===== config.mk =====
export PLATFORM = sky130hd
export DESIGN_NAME = mul_hilo_sequencer
export DESIGN_NICKNAME = d
export VERILOG_FILES = /design/src/rtl/mul_hilo_sequencer.sv
export SDC_FILE = /design/constraint.sdc
export NUM_CORES = 1
export LEC_CHECK = 0
export CORE_UTILIZATION = 29
export CTS_BUF_LIST = sky130_fd_sc_hd__clkbuf_16
export DETAILED_ROUTE_END_ITERATION = 8
export SKIP_CTS_REPAIR_TIMING = 1
export SYNTH_ARGS = -nofsm -noshare
export SYNTH_HDL_FRONTEND = slang
export SYNTH_SLANG_ARGS = --single-unit

===== constraint.sdc =====
create_clock -name CLK -period 6.2 [get_ports CLK]
set_input_delay 1.24 -clock CLK [delete_from_list [all_inputs] [get_ports CLK]]
set_output_delay 1.24 -clock CLK [all_outputs]
set_load 0.02 [all_outputs]

===== src/rtl/mul_hilo_sequencer.sv =====
// Multi-cycle unsigned shift-add multiplier with HI/LO result registers.
// Raises Stall to hold the control FSM until the product is committed.
module mul_hilo_sequencer #(
   parameter int WIDTH = 16
) (
   input  logic             CLK,
   input  logic             RST,
   input  logic             Start,
   input  logic [WIDTH-1:0] OpA,
   input  logic [WIDTH-1:0] OpB,
   input  logic             RdReq,
   input  logic             HiLoSel,
   output logic             Stall,
   output logic             Busy,
   output logic             Done,
   output logic [WIDTH-1:0] HI,
   output logic [WIDTH-1:0] LO,
   output logic [WIDTH-1:0] HiLoOut
);

   localparam int CW = (WIDTH > 1) ? $clog2(WIDTH) : 1;
   localparam int PW = 2 * WIDTH;
   localparam logic [CW-1:0] LAST = CW'(WIDTH - 1);

   typedef enum logic [1:0] {
      S_IDLE,
      S_RUN,
      S_DONE
   } state_e;

   state_e          state_q, state_d;
   logic [WIDTH-1:0] a_q, a_d;
   logic [WIDTH-1:0] b_q, b_d;
   logic [PW-1:0]    p_q, p_d;
   logic [CW-1:0]    cnt_q, cnt_d;
   logic [WIDTH-1:0] hi_q, hi_d;
   logic [WIDTH-1:0] lo_q, lo_d;
   logic             busy_q, busy_d;
   logic             done_q, done_d;
   logic [PW-1:0]    addend;

   assign addend = {{WIDTH{1'b0}}, a_q} << cnt_q;

   // Next-state logic: operand capture, one shift-add step per RUN cycle, commit in DONE
   always_comb begin
      state_d = state_q;
      a_d     = a_q;
      b_d     = b_q;
      p_d     = p_q;
      cnt_d   = cnt_q;
      hi_d    = hi_q;
      lo_d    = lo_q;
      busy_d  = busy_q;
      done_d  = 1'b0;
      unique case (state_q)
         S_IDLE: begin
            if (Start) begin
               a_d     = OpA;
               b_d     = OpB;
               p_d     = '0;
               cnt_d   = '0;
               busy_d  = 1'b1;
               state_d = S_RUN;
            end
         end
         S_RUN: begin
            if (b_q[0]) begin
               p_d = p_q + addend;
            end
            b_d   = b_q >> 1;
            cnt_d = cnt_q + CW'(1);
            if (cnt_q == LAST) begin
               done_d  = 1'b1;
               state_d = S_DONE;
            end
         end
         S_DONE: begin
            hi_d    = p_q[PW-1:WIDTH];
            lo_d    = p_q[WIDTH-1:0];
            busy_d  = 1'b0;
            state_d = S_IDLE;
         end
         default: begin
            busy_d  = 1'b0;
            state_d = S_IDLE;
         end
      endcase
   end

   // State and result registers; reset aborts any multiply in flight
   always_ff @(posedge CLK) begin
      if (RST) begin
         state_q <= S_IDLE;
         a_q     <= '0;
         b_q     <= '0;
         p_q     <= '0;
         cnt_q   <= '0;
         hi_q    <= '0;
         lo_q    <= '0;
         busy_q  <= 1'b0;
         done_q  <= 1'b0;
      end else begin
         state_q <= state_d;
         a_q     <= a_d;
         b_q     <= b_d;
         p_q     <= p_d;
         cnt_q   <= cnt_d;
         hi_q    <= hi_d;
         lo_q    <= lo_d;
         busy_q  <= busy_d;
         done_q  <= done_d;
      end
   end

   // Stall covers issue and RUN; a read pending in DONE is served by the P bypass
   always_comb begin
      Stall = (Start & (state_q == S_IDLE))
            | (state_q == S_RUN)
            | (RdReq & busy_q & ~done_q);
   end

   // Read mux: in DONE the not-yet-committed product is forwarded
   always_comb begin
      if (done_q) begin
         HiLoOut = HiLoSel ? p_q[PW-1:WIDTH] : p_q[WIDTH-1:0];
      end else begin
         HiLoOut = HiLoSel ? hi_q : lo_q;
      end
   end

   assign Busy = busy_q;
   assign Done = done_q;
   assign HI   = hi_q;
   assign LO   = lo_q;

endmodule


### Yosys cells after proc, flatten, opt, wreduce, memory -nomap -nowiden

Index checks and enable logic that the tools add are counted.

* register bits after elaboration: 104
* bits of input ports: 37

* add/subtract/negate cells: 2
* eq/ne operators: 6
* shift-type cells: 1
* muxes and demuxes: 16
* bitwise operators: 7
* reduce and logical (&&, ||, !) cells: 8

Operators by type and width (count)
* 2-to-1 mux 16 bit: 4
* 2-to-1 mux 32 bit: 2
* one-hot mux 32 bit (2 select lines): 1
* adder 32 bit: 1
* one-hot mux 16 bit (2 select lines): 1
* left shift 16 x 4 -> 32 bit: 1
* one-hot mux 4 bit (2 select lines): 1
* AND reduction 2 bit: 4
* inequality test 2 bit (second input constant): 3
* adder 4 x 1 -> 4 bit (second input constant): 1
* == test 4 bit (second input constant): 1
* 2-to-1 mux 2 bit: 2
* 2-to-1 mux 4 bit: 1
* one-hot mux 2 bit (2 select lines): 1
* AND 1 bit: 3
* AND reduction 3 bit: 1
* == test 2 x 1 -> 1 bit (second input constant): 1
* == test 2 bit (second input constant): 1
* logical NOT 2 bit: 1
* 2-to-1 mux 1 bit: 2
* inverter 1 bit: 2
* OR 1 bit: 2
* one-hot mux 1 bit (2 select lines): 1
* nonzero test 2 bit: 1
* OR reduction 2 bit: 1

### Longest topological paths before layout

* depth after elaboration: 4
* gate-level depth with buffers: 17
* depth with buffers taken out: 15

### Least setup slack after synthesis

No wires, ideal clock.

* kind: in2out
* start point: input HiLoSel
* end point: output HiLoOut[10]
* arrival time: 2.368 ns
* required time: 4.960 ns
* path slack: 2.592 ns
* stages on the path: 3
* path buffers: 2
* path through: buf_2 buf_2 mux4_2

* word-level cells in the longest chain between the ends: 2
* elaborated cells between the ends (all ways): 3
* classes of those cells: 3 x mux

Ends and longest elaborated chain
* from (decl): RTL line 12 `input logic HiLoSel,`
* 2-to-1 mux 16 bit, on equally long branches: RTL line 127, 125
* 2-to-1 mux 16 bit *: RTL line 124 `if (done_q) begin`
* to (decl): RTL line 18 `output logic [WIDTH-1:0] HiLoOut`

Mark *: on every way between the ends. The rest lies on a longest branch, timed or not.

### Worst setup path after layout

* start point: input HiLoSel
* end point: output HiLoOut[9]

Same word-level chain as after synthesis.

==> results.toml <==
[synth]
synth_top_cell_area_share_pct = 30.8
syn_nets = 927
ys_ff_latch = 104
yosys_most_used_dff = "dfxtp_1"
synth_top_cells_by_count = "nand2_1, a21oi_1, dfxtp_1, nor2_1, o21ai_0"
synth_edf_count = 0
async_reset_ff_share_pct = 0
synth.area.top_cells = "dfxtp_1, nand2_1, a21oi_1"
synth_cells = 857
ys_seq_area_share_pct = 30.8
synth.largest_area_cell = "dfxtp_1"
yosys_warnings = 0
ys_types = 75
synth_area_sq_um = 6760
yosysMostFrequentCell = "nand2_1"
syn_avg_cell_area_sq_um = 7.89

[clock_network]
clk_latency_ns = 0.37
clock-sinks = 104
cts-htree-levels = 3
cts_buffers = 9
cts_root_buf = "clkbuf_16"
clkTransAtPathRegs_ns = 0.07
tritoncts = "built"
ctsLongestPathBuffers = 2

[final_layout]
drive_gt1_share_pct = 9.23
fin_area_sq_um = 8120
nNetsFinal = 975
multi_input_area_sq_um = 4380
num_antenna_cells = 0
syn2layout_area_growth_pct = 20.0
final-seq-area_sq_um = 2080
fill_cells = 2406

[setup_path]
crit_fanout = 16
crit_path_start_kind = "input pin"
required_ns = 4.96
slowest_delay_ns = 0.55
regToRegSetupSlack_ns = 2.08
path_common_cell = "clkdlybuf4s50_1"
rr_startpoint = "cnt_q[1]$_SDFFE_PP0P_"
crit_path_end_kind = "output pin"
crit_type = "in2out"
cp_slowest_cell = "mux4_2"
critPathArrivalTime_ns = 3.12
crit_chain = "clkdlybuf4s50_1, buf_4, mux4_2, clkdlybuf4s50_1"
crit_start = "HiLoSel"

[place]
hpwl_um = 14600
placed_cell_area_sq_um = 7820
port_buffers = 87
gpl.final_weighted_congestion = 0.896

[floorplanning]
die_w_um = 155
boundaryPins = 88
core_area_sq_um = 22800
die_h_um = 155
dieArea_sq_um = 23900
fp-row-count = 55
start_util_pct = 29.7

[global_routing]
grt_usage_pct = 16.7
antenna_found_initial = 0
grt_first_pass_wirelength_um = 31500
overflow = 0
first_global_vias = 5912
grt_max_degree = 45

[sta]
hold_violations = 0
fin_crit_sh_pct = 70.3
fmax_mhz = 229
fin_hold_ws_ns = 0.473
rsz0062_at_grt = "false"
final_max_slew_viol_count = 0
worst_pin_slew_ns = 1.02
slew-limit-headroom_pct = 32.0
setup-violations-final = 0
period_needed_ns = 4.36
finalClockSkew_ns = 0.0106
fin_tns_setup_ns = 0

[pwr]
power_density_nw_per_um2 = 185
p_total_mw = 1.50
leakage_nw = 2.99
netSwitchingFraction_pct = 27.8
pwr-share-comb_pct = 12.7
power_frac_seq_pct = 47.1
internal_power_mw = 1.09
peakVddDrop_uv = 145
power.net_switching_mw = 0.418
p_clk_share_pct = 40.2

[routing]
routed_wl_um = 19300
drc = 0
vias = 6189
first_pass_iters = 5
drtIter0Drc = 409
ant_nets = 0
routedWlPerCell_um = 15.8
viasPerCell = 5.06

[hold_path]
hold_class = "reg2reg"
worstHoldStart = "HI[6]$_SDFFE_PP0N_"

[run]
drv_cap = 0

[status]
outcome = "completed"
[worst paths after layout]
check	endpoint	cells past startpoint
setup / recovery	HiLoOut[9]	4
hold / removal	HI[6]$_SDFFE_PP0N_	2
setup reg to reg	p_q[29]$_SDFFE_PP0P_	14
hold reg to reg	HI[6]$_SDFFE_PP0N_	2
[kinds of logic after synthesis]
kind of cell	after synthesis	share of synthesized area (%)
adder cells (fa/ha/maj)	33	6.22
AND/OR/NAND/NOR	345	22.4
multiplexers	44	10.5
AO/OA/AOI/OAI	242	22.5
buffers and inverters	66	4.57
flip-flops	104	30.8
XOR/XNOR	23	2.98
[area by class of cell]
cell class | count | share of cell area, %
multi-input combinational | 687 | 54.0
sequential | 104 | 25.6
timing repair buffer | 96 | 11.5
tap | 313 | 4.82
clock buffer | 9 | 2.77
clock inverter | 7 | 0.956
inverter | 7 | 0.324
[state kept, by name (all words and copies together) (netlist names)]
register,flops
LO,16
p_q,32
state_q,2
Busy,1
Done,1
b_q,16
a_q,16
HI,16
cnt_q,4
[power by group through the flow]
| stage | sequential (mW) | combinational, mW | clock (mW) |
|---|---|---|---|
| floorplan | 0.712 | 0.137 | 0 |
| finish | 0.707 | 0.191 | 0.604 |
| global placement | 0.722 | 0.191 | 0 |
| CTS | 0.708 | 0.193 | 0.614 |
| detailed placement | 0.723 | 0.192 | 0 |
| global route | 0.712 | 0.212 | 0.641 |
[layout by cell type, fill, tap and decap left out, drive strengths merged, types with 4 or more instances in the layout]
cell type,instances
nand2b,12
o22ai,5
a211oi,5
xor2,15
xnor2,8
dfxtp,104
ha,32
buf,10
a21oi,108
a21o,9
a2111oi,4
nor3b,4
nor2,67
nor3,14
mux2i,15
inv,10
clkdlybuf4s50,86
nand3,13
a31oi,7
clkbuf,9
nor2b,8
and2,5
nand2,193
nand4,5
o211ai,5
a22oi,5
a311oi,13
mux2,8
and3,10
o21a,4
o21ai,54
mux4,21
[per-stage QoR]
stage	instances	worst slack [ns]	utilization, %
after global routing	1223	1.69	35.6
after detailed placement	1207	1.83	34.3
after floorplan	857	2.59	-
final	1223	1.84	35.6
after global placement	1207	1.85	34.3
after CTS	1223	1.82	35.6
[per-layer routing]
metal,vias up,track usage (%),routed length [um]
li1,3149,-,-
met1,2921,22.2,9340
met2,101,27.7,9040
met3,18,1.88,569
met4,0,6.36,349
met5,-,0,0
[critical path: cells and delay by family]
kind / cells / cell delay [ns]
multiplexers: 1 / 0.55
buffers and inverters: 3 / 1.31
No activity file was read; power rests on OpenSTA's default activity.
